[src/rtl/cache_wb_dm_pkg.sv]
`default_nettype none
// ============================================================================
// Package : cache_wb_dm_pkg
// Shared state encoding and address-field width helpers for cache_wb_dm.
// Rev     : 1.0
// ============================================================================

package cache_wb_dm_pkg;

    localparam int STATE_W = 3;

    localparam logic [STATE_W-1:0] S_IDLE       = 3'd0;
    localparam logic [STATE_W-1:0] S_WB         = 3'd1;
    localparam logic [STATE_W-1:0] S_FILL       = 3'd2;
    localparam logic [STATE_W-1:0] S_FLUSH_SCAN = 3'd3;
    localparam logic [STATE_W-1:0] S_FLUSH_WB   = 3'd4;

    function automatic int off_w(input int words);
        return $clog2(words);
    endfunction

    function automatic int idx_w(input int lines);
        return $clog2(lines);
    endfunction

    function automatic int tag_w(input int addr_w, input int lines, input int words);
        return addr_w - 2 - $clog2(words) - $clog2(lines);
    endfunction

    function automatic logic [15:0] sat_inc(input logic [15:0] v);
        return (v == 16'hFFFF) ? v : v + 16'd1;
    endfunction

endpackage

`default_nettype wire

[src/rtl/cache_wb_dm_mem_seq.sv]
`default_nettype none
// ============================================================================
// Module : cache_wb_dm_mem_seq
// Word counter, request/acknowledge sequencer and address generator for
// line write-back and fill transfers.
// Rev    : 1.0
// ============================================================================

module cache_wb_dm_mem_seq #(
    parameter int ADDR_W = 12,
    parameter int WORDS  = 4,
    parameter int OFF_W  = 2,
    parameter int IDX_W  = 3,
    parameter int TAG_W  = 5
) (
    input  logic              clk_i,
    input  logic              rst_i,
    input  logic              active_i,
    input  logic              wr_i,
    input  logic [TAG_W-1:0]  tag_i,
    input  logic [IDX_W-1:0]  idx_i,
    input  logic [31:0]       wdata_i,
    input  logic              ack_i,
    output logic              req_o,
    output logic              wen_o,
    output logic [ADDR_W-1:0] addr_o,
    output logic [31:0]       dout_o,
    output logic [OFF_W-1:0]  word_o,
    output logic              ack_o,
    output logic              last_o
);

    localparam logic [OFF_W-1:0] LAST_WORD = OFF_W'(WORDS - 1);

    logic [OFF_W-1:0] word_q;
    logic [OFF_W-1:0] word_d;
    logic             w_go;

    // Reset masks the request combinationally so an abandoned transfer drops at once.
    assign w_go   = active_i & ~rst_i;
    assign req_o  = w_go;
    assign wen_o  = ~(w_go & wr_i);
    assign addr_o = w_go ? {tag_i, idx_i, word_q, 2'b00} : '0;
    assign dout_o = (w_go & wr_i) ? wdata_i : 32'd0;
    assign ack_o  = w_go & ack_i;
    assign last_o = ack_o & (word_q == LAST_WORD);
    assign word_o = word_q;

    always_comb begin
        word_d = word_q;
        if (ack_o) begin
            word_d = (word_q == LAST_WORD) ? '0 : word_q + 1'b1;
        end
    end

    always_ff @(posedge clk_i) begin
        if (rst_i) begin
            word_q <= '0;
        end else begin
            word_q <= word_d;
        end
    end

endmodule

`default_nettype wire

[src/rtl/cache_wb_dm.sv]
`default_nettype none
// ============================================================================
// Module : cache_wb_dm
// Direct-mapped, write-back, write-allocate data cache with a word-serial
// request/acknowledge memory port, flush walk and hit/miss counters.
// Rev    : 1.0
// ============================================================================

module cache_wb_dm
    import cache_wb_dm_pkg::*;
#(
    parameter int LINES  = 8,
    parameter int WORDS  = 4,
    parameter int ADDR_W = 12
) (
    input  logic              CLK,
    input  logic              RST,
    input  logic              C_CSN,
    input  logic              C_WEN,
    input  logic [ADDR_W-1:0] C_ADDR,
    input  logic [31:0]       C_DI,
    output logic [31:0]       C_DOUT,
    output logic              STALL,
    input  logic              FLUSH,
    output logic              FLUSH_BUSY,
    output logic              M_REQ,
    output logic              M_WEN,
    output logic [ADDR_W-1:0] M_ADDR,
    output logic [31:0]       M_DOUT,
    input  logic [31:0]       M_DI,
    input  logic              M_ACK,
    output logic [15:0]       HIT_CNT,
    output logic [15:0]       MISS_CNT
);

    localparam int OFF_W = off_w(WORDS);
    localparam int IDX_W = idx_w(LINES);
    localparam int TAG_W = tag_w(ADDR_W, LINES, WORDS);
    localparam int DEPTH = LINES * WORDS;
    localparam logic [IDX_W-1:0] LAST_LINE = IDX_W'(LINES - 1);

    logic [STATE_W-1:0] state_q, state_d;
    logic [IDX_W-1:0]   line_q, line_d;
    logic [TAG_W-1:0]   tag_q, tag_d;
    logic [LINES-1:0]   valid_q, valid_d;
    logic [LINES-1:0]   dirty_q, dirty_d;
    logic               pend_q, pend_d;
    logic [15:0]        hit_q, hit_d;
    logic [15:0]        miss_q, miss_d;

    logic [TAG_W-1:0]   tags_q [LINES];
    logic [31:0]        data_q [DEPTH];

    logic [OFF_W-1:0]   w_req_off;
    logic [IDX_W-1:0]   w_req_idx;
    logic [TAG_W-1:0]   w_req_tag;
    logic [1:0]         w_unused_byte;
    logic               w_hit;
    logic               w_done;
    logic               w_active;
    logic               w_wr;
    logic [TAG_W-1:0]   w_seq_tag;
    logic [31:0]        w_seq_wdata;
    logic [OFF_W-1:0]   w_word;
    logic               w_ack;
    logic               w_last;
    logic [IDX_W-1:0]   w_next_line;
    logic               w_data_we;
    logic [IDX_W+OFF_W-1:0] w_data_addr;
    logic [31:0]        w_data_wdata;
    logic               w_tag_we;

    assign w_req_off     = C_ADDR[2 +: OFF_W];
    assign w_req_idx     = C_ADDR[2 + OFF_W +: IDX_W];
    assign w_req_tag     = C_ADDR[ADDR_W-1 -: TAG_W];
    assign w_unused_byte = C_ADDR[1:0];

    assign w_hit  = valid_q[w_req_idx] && (tags_q[w_req_idx] == w_req_tag);
    assign w_done = (state_q == S_IDLE) && !C_CSN && w_hit;

    assign w_active    = (state_q == S_WB) || (state_q == S_FILL) || (state_q == S_FLUSH_WB);
    assign w_wr        = (state_q != S_FILL);
    // Write-back addresses the resident tag; a fill addresses the latched request tag.
    assign w_seq_tag   = (state_q == S_FILL) ? tag_q : tags_q[line_q];
    assign w_seq_wdata = data_q[{line_q, w_word}];
    assign w_next_line = line_q + 1'b1;

    cache_wb_dm_mem_seq #(
        .ADDR_W (ADDR_W),
        .WORDS  (WORDS),
        .OFF_W  (OFF_W),
        .IDX_W  (IDX_W),
        .TAG_W  (TAG_W)
    ) u_mem_seq (
        .clk_i    (CLK),
        .rst_i    (RST),
        .active_i (w_active),
        .wr_i     (w_wr),
        .tag_i    (w_seq_tag),
        .idx_i    (line_q),
        .wdata_i  (w_seq_wdata),
        .ack_i    (M_ACK),
        .req_o    (M_REQ),
        .wen_o    (M_WEN),
        .addr_o   (M_ADDR),
        .dout_o   (M_DOUT),
        .word_o   (w_word),
        .ack_o    (w_ack),
        .last_o   (w_last)
    );

    assign STALL      = !RST && !C_CSN && !w_done;
    assign C_DOUT     = (!RST && w_done && C_WEN) ? data_q[{w_req_idx, w_req_off}] : 32'd0;
    assign FLUSH_BUSY = !RST && ((state_q == S_FLUSH_SCAN) || (state_q == S_FLUSH_WB));
    assign HIT_CNT    = RST ? 16'd0 : hit_q;
    assign MISS_CNT   = RST ? 16'd0 : miss_q;

    always_comb begin
        state_d      = state_q;
        line_d       = line_q;
        tag_d        = tag_q;
        valid_d      = valid_q;
        dirty_d      = dirty_q;
        pend_d       = pend_q;
        hit_d        = hit_q;
        miss_d       = miss_q;
        w_data_we    = 1'b0;
        w_data_addr  = {w_req_idx, w_req_off};
        w_data_wdata = C_DI;
        w_tag_we     = 1'b0;

        case (state_q)
            S_IDLE: begin
                if (!C_CSN) begin
                    if (w_hit) begin
                        if (!C_WEN) begin
                            w_data_we          = 1'b1;
                            dirty_d[w_req_idx] = 1'b1;
                        end
                        if (!pend_q) begin
                            hit_d = sat_inc(hit_q);
                        end
                        pend_d = 1'b0;
                    end else begin
                        miss_d  = sat_inc(miss_q);
                        line_d  = w_req_idx;
                        tag_d   = w_req_tag;
                        state_d = (valid_q[w_req_idx] && dirty_q[w_req_idx]) ? S_WB : S_FILL;
                    end
                end else if (FLUSH) begin
                    line_d  = '0;
                    state_d = dirty_q[0] ? S_FLUSH_WB : S_FLUSH_SCAN;
                end
            end

            S_WB: begin
                if (w_last) begin
                    state_d = S_FILL;
                end
            end

            S_FILL: begin
                if (w_ack) begin
                    w_data_we    = 1'b1;
                    w_data_addr  = {line_q, w_word};
                    w_data_wdata = M_DI;
                end
                if (w_last) begin
                    valid_d[line_q] = 1'b1;
                    dirty_d[line_q] = 1'b0;
                    w_tag_we        = 1'b1;
                    state_d         = S_IDLE;
                end
            end

            // Clean lines cost one cycle; dirty lines go straight into write-back.
            S_FLUSH_SCAN: begin
                if (line_q == LAST_LINE) begin
                    state_d = S_IDLE;
                end else begin
                    line_d  = w_next_line;
                    state_d = dirty_q[w_next_line] ? S_FLUSH_WB : S_FLUSH_SCAN;
                end
            end

            S_FLUSH_WB: begin
                if (w_last) begin
                    dirty_d[line_q] = 1'b0;
                    if (line_q == LAST_LINE) begin
                        state_d = S_IDLE;
                    end else begin
                        line_d  = w_next_line;
                        state_d = dirty_q[w_next_line] ? S_FLUSH_WB : S_FLUSH_SCAN;
                    end
                end
            end

            default: begin
                state_d = S_IDLE;
            end
        endcase

        // Any stalled access forfeits its hit count when it finally completes.
        if (STALL) begin
            pend_d = 1'b1;
        end
    end

    always_ff @(posedge CLK) begin
        if (RST) begin
            state_q <= S_IDLE;
            line_q  <= '0;
            tag_q   <= '0;
            valid_q <= '0;
            dirty_q <= '0;
            pend_q  <= 1'b0;
            hit_q   <= 16'd0;
            miss_q  <= 16'd0;
        end else begin
            state_q <= state_d;
            line_q  <= line_d;
            tag_q   <= tag_d;
            valid_q <= valid_d;
            dirty_q <= dirty_d;
            pend_q  <= pend_d;
            hit_q   <= hit_d;
            miss_q  <= miss_d;
        end
    end

    always_ff @(posedge CLK) begin
        if (w_data_we) begin
            data_q[w_data_addr] <= w_data_wdata;
        end
        if (w_tag_we) begin
            tags_q[line_q] <= tag_q;
        end
    end

endmodule

`default_nettype wire

[config.mk]
export PLATFORM = sky130hd
export DESIGN_NAME = cache_wb_dm
export DESIGN_NICKNAME = d
export VERILOG_FILES = /design/src/rtl/cache_wb_dm_pkg.sv /design/src/rtl/cache_wb_dm_mem_seq.sv /design/src/rtl/cache_wb_dm.sv
export SDC_FILE = /design/constraint.sdc
export NUM_CORES = 1
export LEC_CHECK = 0
export CORE_UTILIZATION = 55
export DETAILED_ROUTE_END_ITERATION = 8
export MAX_ROUTING_LAYER = met4
export PLACE_DENSITY = 0.73
export SLEW_MARGIN = 20
export SYNTH_ARGS = -nofsm -noshare
export SYNTH_HDL_FRONTEND = slang
export SYNTH_SLANG_ARGS = --single-unit
[constraint.sdc]
create_clock -name CLK -period 5.5 [get_ports CLK]
set_clock_uncertainty 0.1 [all_clocks]
set_input_delay 1.1 -clock CLK [delete_from_list [all_inputs] [get_ports CLK]]
set_output_delay 1.1 -clock CLK [all_outputs]
set_load 0.05 [all_outputs]
==> summary.md <==
| Metric | Value |
|---|---|
| Worst-path fanout max | `19` |
| Syn_area_per_cell | `18.8 µm²` |
| Async SR Flop Fraction | `0%` |
| DRC | `0` |
| Cell count after synthesis | `2752` |
| Routability congestion estimate | `0.870` |
| Reg2Reg Capture Point | `data_q[12][28]` |
| Total routed wirelength | `153000 µm` |
| Setup ws final | `136 ps` |
| Area Overhead vs Synth | `17.3%` |
| Seq/Total Area, Yosys | `64.3%` |
| Power Density | `357 mW/mm²` |
| Highest layer used for signal routing | `met4` |
| First-pass GRT wire length | `221000 µm` |
| CP delay by family, top | `buffers and inverters` |
| Clock root cell | `clkbuf_16` |
| Standard-cell rows | `112` |
| Crit-path cells | `clkdlybuf4s50_1 -> mux4_1 -> mux2i_1 -> nor2_1 -> a211o_1 -> nor4_4 -> nand3b_1 -> buf_12 -> nor2_1 -> buf_12` |
| Setup Crit Path Kind | `in2out` |
| DRT iter0 DRCs | `4978` |
| Filler Cell Count | `6088` |
| Boundary Pins | `194` |
| Die W | `309 µm` |
| Wire length per cell | `35.2 µm` |
| Metal2 WL | `72000 µm` |
| CTS Hold Bufs | `0` |
| Fin crit share | `97.5%` |
| Placed Cells incl. Taps | `4138` |
| Vias | `32.0k` |
| Register area | `0.0333 mm²` |
| Antenna violations before repair | `2` |
| Worst Setup End Kind | `output port` |
| Clock latency on the worst-skew pair | `690 ps` |
| Crit path DAT | `4160 ps` |
| Initial Util | `55.5%` |
| Cell area after synthesis | `0.0517 mm²` |
| EDFF count, synth | `1064` |
| Pleak | `18.8 nW` |
| CP max-delay cell | `clkdlybuf4s50_1` |
| Multi-input gate area | `0.0178 mm²` |
| Worst-path clk slew | `60 ps` |
| Largest net degree at the start of global routing | `104` |
| CP max stage delay | `590 ps` |
| Routed Antenna Nets | `0` |
| Status | `finished clean` |
| H-tree Lvls | `3` |
| Die Y | `309 µm` |
| Min-Delay Path Depth | `2` |
| Max Freq | `186 MHz` |
| Buf+Inv Stages, Crit Path | `3` |
| CTS tree | `yes` |
| RSZ-0062 raised after global routing | `no` |
| Max_cap viols | `0` |
| Total gr overflow | `0` |
| Nets@finish | `3088` |
| Proportion of layout cells with a drive suffix above 1 | `33.7%` |
| Final cell count without fillers | `4339` |
| #FFs+latches synth | `1129` |
| Max Slew Vio Count | `0` |
| Least-Margin Pin Slew | `1030 ps` |
| Overall die area | `0.0953 mm²` |
| Post-synth cell types | `61` |
| Hold Vio Cnt, Final | `0` |
| Final Setup Violations | `0` |
| Detail Placement HPWL | `87000 µm` |
| Ys Warns | `0` |
| DR pass1 iterations | `5` |
| Max VDD drop | `0.261 mV` |
| Startpoint Class | `primary input` |
| Core Area | `0.0932 mm²` |
| Tmin final | `5360 ps` |
| Vias in the first global route | `32.1k` |
| Reg-to-reg slack, setup | `1300 ps` |
| Pre-CTS setup slack | `-174 ps` |
| Sink Count | `1129` |
| Worst min path class | `reg2reg` |
| Slew headroom | `30.9%` |
| Metal1 wirelength | `54100 µm` |
| Clock Path Buffers | `3` |
| CTS Buf Count | `114` |
| Port Buffer Count | `189` |
| R2R depth | `9` |
| Hold path start | `valid_q[0]` |
| Crit path required time | `4300 ps` |
| Ys flop type | `edfxtp_1` |
| Met3 WL post-DR | `20100 µm` |
| GRT Util Overall | `33.6%` |
| R2R Path Start | `state_q[1]` |
| Worst Hold Endpoint | `valid_q[0]` |
| Drt via density | `7.36` |
-- routing by layer --
metal  up-vias  GRT usage, %
li1      12399             -
met1     16618          44.7
met2      2470          50.3
met3       463          8.52
met4         0          12.9
met5         -             -
-- power breakdown --
group	switching, mW	internal, mW	total, mW
combinational	2.53	1.95	4.48
sequential	0.127	9.56	9.69
clock	3.23	4.25	7.48
-- kinds of logic after synthesis --
family	after synthesis	share of synthesized area (%)
flip-flops	1129	64.3
multiplexers	610	24.8
AND/OR/NAND/NOR	402	4.13
AO/OA/AOI/OAI	358	4.72
buffers and inverters	243	1.87
adder cells (fa/ha/maj)	6	0.145
XOR/XNOR	3	0.0508
other	1	0.00725
-- Yosys cell counts (5+ instances only) --
library cell,count,area (µm²)
or4_1,39,293
inv_1,20,75.1
mux4_2,527,11900
mux2_2,55,619
nand2_1,46,173
ha_1,6,75.1
o221ai_1,32,280
a211oi_1,8,60.1
o21ai_2,8,70.1
buf_2,16,80.1
nor4_1,38,238
o31ai_1,6,45.0
edfxtp_1,1064,32000
or2_2,6,37.5
nand3_1,16,80.1
nor2b_1,46,288
o22a_1,31,272
nand2b_1,5,31.3
a21oi_1,20,100
clkbuf_1,129,484
nor3b_1,5,37.5
mux2i_1,24,240
dfxtp_1,65,1300
nand3b_1,5,37.5
nor2_1,106,398
a31oi_1,16,100
nand4_1,6,37.5
o21ai_0,26,130
or3_1,9,56.3
o22ai_1,190,1190
buf_1,71,267
nor3_1,57,285
-- worst max path at each step --
stage	endpoint	slack, ps	depth (start not counted)	startpoint
6_report	C_DOUT[18]	140	10	C_ADDR[4]
4_1_cts	C_DOUT[22]	30	10	C_ADDR[5]
2_1_floorplan	data_q[11][0]	-460	9	C_ADDR[6]
5_1_grt	C_DOUT[17]	40	10	C_ADDR[4]
3_5_place_dp	C_DOUT[30]	-170	11	C_ADDR[5]
3_3_place_gp	C_DOUT[30]	-170	11	C_ADDR[5]
-- worst min-delay path, cell delays in order (launching register included) --
cell and delay [ps]:
dfxtp_1 330, a31oi_1 40, nor2_1 70
-- area by class of cell --
class                           instances  share of cell area (%)
Antenna cell                            1                 0.00412
Multi-Input combinational cell       1381                    29.4
Tap cell                             1254                    2.59
Inverter                               21                   0.130
Clock inverter                         43                   0.617
Timing Repair Buffer                  353                    7.24
Clock buffer                          157                    5.25
Sequential cell                      1129                    54.8
-- layout by cell type, fill, tap and decap left out, types with 6 or more instances in the layout --
master and count:
ha_1 6, clkbuf_1 32, nor2_1 104, mux2i_1 24, inv_1 20, nand2_1 37
buf_4 114, nand4_1 6, nand3_1 12, buf_12 113, nor4_1 37, nor3_2 24
a211oi_1 8, o221ai_1 32, nand2_2 9, o21ai_2 8, dfxtp_1 63, or3_1 8
a21oi_1 19, o31ai_1 6, mux4_2 527, o22a_1 31, clkinv_2 13, o21ai_0 26
nor3_4 10, or4_1 39, or2_2 6, nor2b_1 46, clkbuf_16 120, a31oi_1 15
o22ai_1 190, clkdlybuf4s50_1 121, clkinv_1 21, nor3_1 24, mux2_2 55, edfxtp_1 1064
-- metrics by stage --
stage / setup TNS (ps) / power [mW] / util (%) / cell area [µm²] / hold WS, ps
3_5_place_dp: -1710 / 14.3 / 61.3 / 57100 / 362
5_1_grt: 0 / 22.2 / 65.1 / 60700 / 408
2_1_floorplan: -232620 / 12.7 / - / 51800 / 332
6_report: 0 / 21.7 / 65.1 / 60700 / 377
4_1_cts: 0 / 21.7 / 65.1 / 60600 / 376
3_3_place_gp: -1560 / 14.2 / 61.3 / 57100 / 352
-- state kept, by name, summed over array words and instances, names as in the netlist, 2 cells and up, named ones only --
register and count:
data_q 1024, tags_q 40, hit_q 16, miss_q 16, dirty_q 8, valid_q 8
tag_q 5, line_q 3, state_q 3, u_mem_seq.word_o 2
-- timing repair --
action,4_1_cts,5_1_grt
endpoints found under the setup margin,32,32
pin swaps,0,1
gates resized for setup,3,6
buffers inserted,0,0
No activity file was read; power rests on OpenSTA's default activity.
